<file path="config.mk">
export PLATFORM = sky130hd
export DESIGN_NAME = qr_norm_ctrl
export DESIGN_NICKNAME = d
export VERILOG_FILES = /design/src/rtl/qr_norm_ctrl.sv
export SDC_FILE = /design/constraint.sdc
export NUM_CORES = 1
export LEC_CHECK = 0
export BUFFER_PORTS_ARGS = -buffer_cell sky130_fd_sc_hd__buf_2
export CAP_MARGIN = 20
export CELL_PAD_IN_SITES_DETAIL_PLACEMENT = 2
export CELL_PAD_IN_SITES_GLOBAL_PLACEMENT = 2
export CORE_MARGIN = 2
export CORE_UTILIZATION = 40
export CTS_BUF_LIST = sky130_fd_sc_hd__clkbuf_8 sky130_fd_sc_hd__clkbuf_16
export CTS_CLUSTER_DIAMETER = 120
export CTS_CLUSTER_SIZE = 25
export DETAILED_ROUTE_END_ITERATION = 8
export PLACE_DENSITY_LB_ADDON = 0.05
export SKIP_LAST_GASP = 1
export SLEW_MARGIN = 20
export SYNTH_ARGS = -nofsm -noshare
export SYNTH_HDL_FRONTEND = slang
export SYNTH_SLANG_ARGS = --single-unit
</file>
<file path="constraint.sdc">
create_clock -name clk -period 5.4 [get_ports clk]
set_input_delay 0.81 -clock clk [delete_from_list [all_inputs] [get_ports clk]]
set_output_delay 0.81 -clock clk [all_outputs]
set_load 0.01 [all_outputs]
</file>
<file path="src/rtl/qr_norm_ctrl.sv">
// qr_norm_ctrl: streams signed vector elements, accumulates their squares and returns the
// 2-norm through an external stallable sqrt pipe.
// Build option: define QR_NORM_SAT_EN to saturate the sum of squares and flag overflow;
// without it the sum wraps modulo 2^ACC_W and norm_ovf stays 0.
module qr_norm_ctrl #(
    parameter int DATA_W      = 16,
    parameter int ACC_W       = 33,
    parameter int MAX_LEN     = 8,
    parameter int SQRT_STAGES = 5
) (
    input  logic                   clk,
    input  logic                   rst_n,
    input  logic                   in_valid,
    output logic                   in_ready,
    input  logic [DATA_W-1:0]      in_data,
    input  logic                   in_last,
    output logic [ACC_W-1:0]       sq_a,
    output logic                   sq_en,
    input  logic [(ACC_W+1)/2-1:0] sq_root,
    output logic                   norm_valid,
    input  logic                   norm_ready,
    output logic [(ACC_W+1)/2-1:0] norm_data,
    output logic [3:0]             norm_cnt,
    output logic                   norm_ovf
);
    logic [DATA_W-1:0]      mag;
    logic [2*DATA_W-1:0]    sq;
    logic [ACC_W-1:0]       acc;
    logic [ACC_W-1:0]       acc_nx;
    logic [3:0]             cnt;
    logic [3:0]             cnt_nx;
    logic                   ovf_nx;
    logic                   take;
    logic                   last;
    logic [SQRT_STAGES-1:0] tok;
    logic [3:0]             tok_cnt [SQRT_STAGES];
    logic                   tok_ovf [SQRT_STAGES];

    // The whole datapath, sqrt pipe included, advances only when the output slot can move
    assign sq_en    = !norm_valid || norm_ready;
    assign in_ready = sq_en;
    assign take     = in_valid && sq_en;
    assign cnt_nx   = cnt + 4'd1;
    assign last     = in_last || cnt_nx == 4'(MAX_LEN);
    assign mag      = in_data[DATA_W-1] ? ~in_data + DATA_W'(1) : in_data;
    assign sq       = {{DATA_W{1'b0}}, mag} * {{DATA_W{1'b0}}, mag};

`ifdef QR_NORM_SAT_EN
    logic [ACC_W:0] sum;
    logic           ovf;

    assign sum    = {1'b0, acc} + (ACC_W+1)'(sq);
    assign acc_nx = sum[ACC_W] ? '1 : sum[ACC_W-1:0];
    assign ovf_nx = ovf || sum[ACC_W];

    // Sticky overflow flag of the vector being accumulated, cleared when it issues
    always_ff @(posedge clk or negedge rst_n) begin
        if (!rst_n)
            ovf <= 1'b0;
        else if (take)
            ovf <= last ? 1'b0 : ovf_nx;
    end
`else
    assign acc_nx = acc + ACC_W'(sq);
    assign ovf_nx = 1'b0;
`endif

    // Accumulate, issue to the sqrt pipe, shift in-flight tokens and register the result
    always_ff @(posedge clk or negedge rst_n) begin
        if (!rst_n) begin
            acc        <= '0;
            cnt        <= '0;
            sq_a       <= '0;
            tok        <= '0;
            for (int i = 0; i < SQRT_STAGES; i++) begin
                tok_cnt[i] <= '0;
                tok_ovf[i] <= 1'b0;
            end
            norm_valid <= 1'b0;
            norm_data  <= '0;
            norm_cnt   <= '0;
            norm_ovf   <= 1'b0;
        end else if (sq_en) begin
            if (take) begin
                acc <= last ? '0 : acc_nx;
                cnt <= last ? '0 : cnt_nx;
                if (last)
                    sq_a <= acc_nx;
            end
            tok[0]     <= take && last;
            tok_cnt[0] <= cnt_nx;
            tok_ovf[0] <= ovf_nx;
            for (int i = 1; i < SQRT_STAGES; i++) begin
                tok[i]     <= tok[i-1];
                tok_cnt[i] <= tok_cnt[i-1];
                tok_ovf[i] <= tok_ovf[i-1];
            end
            norm_valid <= tok[SQRT_STAGES-1];
            if (tok[SQRT_STAGES-1]) begin
                norm_data <= sq_root;
                norm_cnt  <= tok_cnt[SQRT_STAGES-1];
                norm_ovf  <= tok_ovf[SQRT_STAGES-1];
            end
        end
    end
endmodule
</file>
==> flow_metrics.py, run 1 <==
metrics = {
    "sta": {
        "worst_endpoint_kind": "register input",
        "grt-worst-endpoint": "acc[29]$_DFFE_PN0P_/D",
    },
    "floorplanning": {
        "floorplan.die.height_um": 183,
        "ioPinCount": 96,
        "row_count": 65,
        "floorplan.initialDensity": 0.407,
        "floorplan.die.width_um": 183,
    },
    "logic_synthesis": {
        "synth-main-ff-cell": "sky130_fd_sc_hd__dfrtp_1",
        "post_synth_inst_count": 1374,
        "synth_edf_count": 0,
        "yosys.area_share.adder": 0.400,
        "synth.area.mux_share": 0.0341,
        "per_instance_average_area_after_synthesis_um2": 9.37,
        "synth_compound_gate_area_share": 0.0822,
        "post_synth_num_cell_types": 65,
        "synth.yosys.seq_area_share": 0.227,
        "synth-async-reset-ratio": 1.00,
        "syn_area_um2": 12900,
        "synth.ff_latch_count": 117,
        "synth_top_family_by_area": "adder cells",
        "yosys.area_share.xor_xnor": 0.0388,
        "synth.yosys.warnings": 0,
        "synth-simple-area-share": 0.106,
    },
    "outcome": {
        "failed_stage": "global routing (5_1_grt)",
        "run_status": "aborted with a tool error",
        "firstError": "[ERROR DPL-0033] detailed placement checks failed during check placement.",
    },
    "clock_tree": {
        "cts_buffer_depth": 2,
        "clock_sinks": 117,
        "cts_h_tree_depth": 4,
        "cts_buffers": 17,
        "cts.root.buffer_cell": "sky130_fd_sc_hd__clkbuf_16",
    },
    "placed_design": {
        "gp_congestion": 0.832,
        "detailedPlace.worstSlack_ns": -2.53,
        "placedCellCount": 2076,
        "buffer_ports.inserted": 94,
        "detailed_placer_s_ending_hpwl_mm": 39.7,
    },
    "grt": {
        "grt_max_degree": 80,
        "grt_antenna_before_repair": 4,
    },
}
==> cells by family after synthesis <==
kind of cell | Yosys count
AO/OA/AOI/OAI | 166
flip-flops | 117
multiplexers | 39
other | 2
buffers and inverters | 379
adder cells (fa/ha/maj) | 296
XOR/XNOR | 54
AND/OR/NAND/NOR | 321
==> repair_timing <==
action                                  CTS
cloned                                    0
hold endpoints to repair                  0
gates resized for setup                 159
endpoints found under the setup margin   53
hold buffers                              0
pin swaps                                88
buffers inserted                         43
==> Yosys cell counts (6+ instances only) <==
master                     count  area (um^2)
sky130_fd_sc_hd__nand3_1       9         45.0
sky130_fd_sc_hd__clkbuf_1     29          109
sky130_fd_sc_hd__dfrtp_1     117         2930
sky130_fd_sc_hd__o22ai_1       6         37.5
sky130_fd_sc_hd__inv_1       335         1260
sky130_fd_sc_hd__fa_1        192         3840
sky130_fd_sc_hd__a21oi_1      32          160
sky130_fd_sc_hd__a21o_1       17          128
sky130_fd_sc_hd__o31ai_1      13         97.6
sky130_fd_sc_hd__a22o_1       10         87.6
sky130_fd_sc_hd__o21ai_0      53          265
sky130_fd_sc_hd__ha_1        104         1300
sky130_fd_sc_hd__nor2_1       59          221
sky130_fd_sc_hd__nand2_1     206          773
sky130_fd_sc_hd__xnor2_1      29          254
sky130_fd_sc_hd__mux2_2       39          439
sky130_fd_sc_hd__nand2b_1      8         50.1
sky130_fd_sc_hd__xor2_1       23          201
sky130_fd_sc_hd__nor3_1        7         35.0
==> metrics by stage <==
stage | cell area [um^2] | hold slack [ns]
floorplan | 13500 | 0.435
global placement | 16100 | 0.450
detailed placement | 16100 | 0.460
CTS | 17700 | 0.486
==> run 2, diff against run 1 <==
Settings changed: CELL_PAD_IN_SITES_DETAIL_PLACEMENT 2 to default, CELL_PAD_IN_SITES_GLOBAL_PLACEMENT 2 to default, CORE_UTILIZATION 40 to 35, CTS_BUF_LIST sky130_fd_sc_hd__clkbuf_8 sky130_fd_sc_hd__clkbuf_16 to default, CTS_CLUSTER_DIAMETER 120 to default, CTS_CLUSTER_SIZE 25 to default, PLACE_DENSITY_LB_ADDON 0.05 to 0.15.
==> run 2 against run 1 <==
The flow now finishes, with violations (setup timing). Synthesized area unchanged. Synthesized cell count unchanged.
==> flow_metrics.py, run 2 <==
metrics = {
    "finish": {
        "area_growth_from_synthesis_to_layout_pct": 44.2,
        "layout.cell_area.non_filler_um2": 18600,
        "number_of_antenna_cells_inserted": 0,
        "top_library_cells_by_usage_in_the_layout_fill_and_taps_aside": "sky130_fd_sc_hd__inv_1 (290), sky130_fd_sc_hd__buf_4 (222), sky130_fd_sc_hd__fa_1 (171)",
        "num-fill-cells": 3360,
        "drive_gt1_frac": 0.408,
        "post_layout_util": 0.509,
        "largest_registers_ranked_by_flip_flop_count": "acc x33, sq_a x33, tok_cnt x20",
        "layout.nets": 2074,
        "commonest_non_fill_non_tap_cell_in_the_layout": "sky130_fd_sc_hd__inv_1",
    },
    "logic_synthesis": {
        "synth-async-reset-ratio": 1.00,
        "synth.ff_latch_count": 117,
        "post_synth_inst_count": 1374,
        "synth_area_leader_cell": "sky130_fd_sc_hd__fa_1",
        "syn_area_um2": 12900,
        "synth_common_cells": "sky130_fd_sc_hd__inv_1 (335), sky130_fd_sc_hd__nand2_1 (206), sky130_fd_sc_hd__fa_1 (192)",
        "synth_edf_count": 0,
        "per_instance_average_area_after_synthesis_um2": 9.37,
        "post-synth-top-count-cell": "sky130_fd_sc_hd__inv_1",
        "synth_top_area_share": 0.299,
        "synth.yosys.warnings": 0,
        "post_synth_num_cell_types": 65,
        "synth_area_leaders": "sky130_fd_sc_hd__fa_1 (30%), sky130_fd_sc_hd__dfrtp_1 (23%), sky130_fd_sc_hd__ha_1 (10%), sky130_fd_sc_hd__inv_1 (9.8%), sky130_fd_sc_hd__nand2_1 (6.0%)",
        "synth.yosys.seq_area_share": 0.227,
        "synth-main-ff-cell": "sky130_fd_sc_hd__dfrtp_1",
    },
    "routing": {
        "dr.first_iter.drc_count": 415,
        "first_pass_iters": 5,
        "drt_drc_violations_left": 0,
        "remaining_antenna_violation_count": 0,
        "wl_mm": 34.5,
        "avgViaCountPerCell": 4.63,
        "route.detailed.wl_per_inst_um": 15.5,
        "num_vias": 10300,
    },
    "clock_tree": {
        "clock_sinks": 117,
        "cts_h_tree_depth": 4,
        "cts_tree": "built",
        "cts_hold_buffers": 0,
        "clock_insertion_delay_worst_skew_ns": 0.41,
        "cts_buffer_depth": 2,
        "cts_buffers": 17,
        "cts.root.buffer_cell": "sky130_fd_sc_hd__clkbuf_16",
        "clk_transition_reported_paths_ns": 0.06,
    },
    "critical_path": {
        "setup.worst_path.start_class": "primary input",
        "worst-endpoint-required_ns": 5.68,
        "logic_depth_of_the_worst_register_to_register_path": 17,
        "arrival_ns": 7.11,
        "critical_path.max_fanout": 4,
        "worstSetupEndpointType": "flop",
        "timing.critical_path.mode_cell": "sky130_fd_sc_hd__fa_1",
        "cp_slowest_cell": "sky130_fd_sc_hd__fa_1",
        "cpPeakStageDelay_ns": 0.54,
        "critical_path_type": "primary input to flop",
    },
    "sta": {
        "hold_ws_ns": 0.452,
        "relative_slew_slack": 0.421,
        "timing_worst_slew_pin_value_ns": 0.867,
        "unrepaired_setup_endpoints_after_global_routing": "true",
        "timing.final.setup_violations": 50,
        "max_freq_mhz": 147,
        "clock-skew-final_ns": 0.0117,
        "fin_ws_ns": -1.43,
        "finalHoldViolations": 0,
        "fin_crit_ns": 6.83,
        "timing.final.crit_share": 1.26,
        "final_max_slew_viol_count": 0,
    },
    "floorplanning": {
        "floorplan.initialDensity": 0.353,
        "die_area_um2": 38300,
        "row_count": 70,
        "floorplan.die.width_um": 196,
        "ioPinCount": 96,
        "floorplan.die.height_um": 196,
        "placeableCoreArea_um2": 36400,
    },
    "grt": {
        "grt_util_all_layers": 0.187,
        "grt_antenna_before_repair": 0,
        "grt_pass1_wl_mm": 56.2,
        "grt_overflow": 0,
        "grt_max_degree": 85,
        "first_global_vias": 10700,
    },
    "outcome": {
        "run_status": "finished with violations",
        "violations": "setup timing",
    },
    "placed_design": {
        "gp_congestion": 0.811,
        "detailedPlace.worstSlack_ns": -2.09,
        "buffer_ports.inserted": 94,
        "detailed_placer_s_ending_hpwl_mm": 28.3,
        "place_area_um2": 16200,
    },
    "job": {
        "max_cap_viol_count": 0,
    },
    "hold_path": {
        "worst_hold_path_type": "primary input to async pin",
    },
}
run 2: cell counts after synthesis:
Identical to the previous run, type by type.
run 2: timing repair:
action	in CTS	in global routing
gates resized for setup	187	121
cloned	0	0
setup endpoints to repair	52	52
pin swaps	111	85
endpoints found under the hold margin	0	0
setup buffers	42	15
run 2: layout make-up:
class / instances / area, um^2 / area share
repair buffers: 373 / 2980 / 0.161
clock inverters: 14 / 169 / 0.00910
inverters: 344 / 1320 / 0.0711
well taps: 468 / 586 / 0.0315
multi-input cells: 887 / 10100 / 0.547
clock buffers: 18 / 429 / 0.0231
flip-flops and latches: 117 / 2930 / 0.158
run 2: worst paths after layout:
check	from	end	slack [ns]
worst max-delay path	in_data[10]	acc[27]	-1.43
worst min-delay path	rst_n	norm_data[10]	0.45
worst max register to register	acc[8]	acc[27]	0.86
worst min register to register	tok_cnt[0]	tok_cnt[0]	0.46
max in group asynchronous	rst_n	tok_cnt[10]	3.95
min in group clk	tok_cnt[0]	tok_cnt[0]	0.46
run 2: through the flow:
step           TNS, ns  cells
3_3_place_gp    -85.44   2142
2_1_floorplan   -55.73   1383
4_1_cts         -56.25   2210
6_report        -57.75   2221
5_1_grt         -67.78   2221
3_5_place_dp    -87.07   2142
run 2: logic make-up (layout without fill, tap and decap cells):
group           after synthesis  after routing  synth area share
mux                          39             39            0.0341
xor+xnor                     54             54            0.0388
buf+inv                     379            749             0.111
fa+ha+maj                   296            296             0.400
simple gates                321            321             0.106
flops                       117            117             0.227
compound gates              166            166            0.0822
other cells                   2             11          0.000583
run 2: critical path, delay by kind of cell:
family | cells | cell delay (ns)
xor+xnor | 2 | 0.35
fa+ha+maj | 7 | 3.19
buf+inv | 7 | 0.62
simple gates | 5 | 1.27
compound gates | 5 | 0.83
run 2: layer usage:
layer,wire length [um],vias to the layer above,GRT usage
li1,-,4926,-
met1,15700,5190,0.257
met2,17300,132,0.319
met3,880,26,0.0201
met4,622,0,0.0390
met5,0,-,0
Power of run 2 is not shown: default switching activity piles up to over one toggle a cycle in this logic, so the estimate is an artifact.
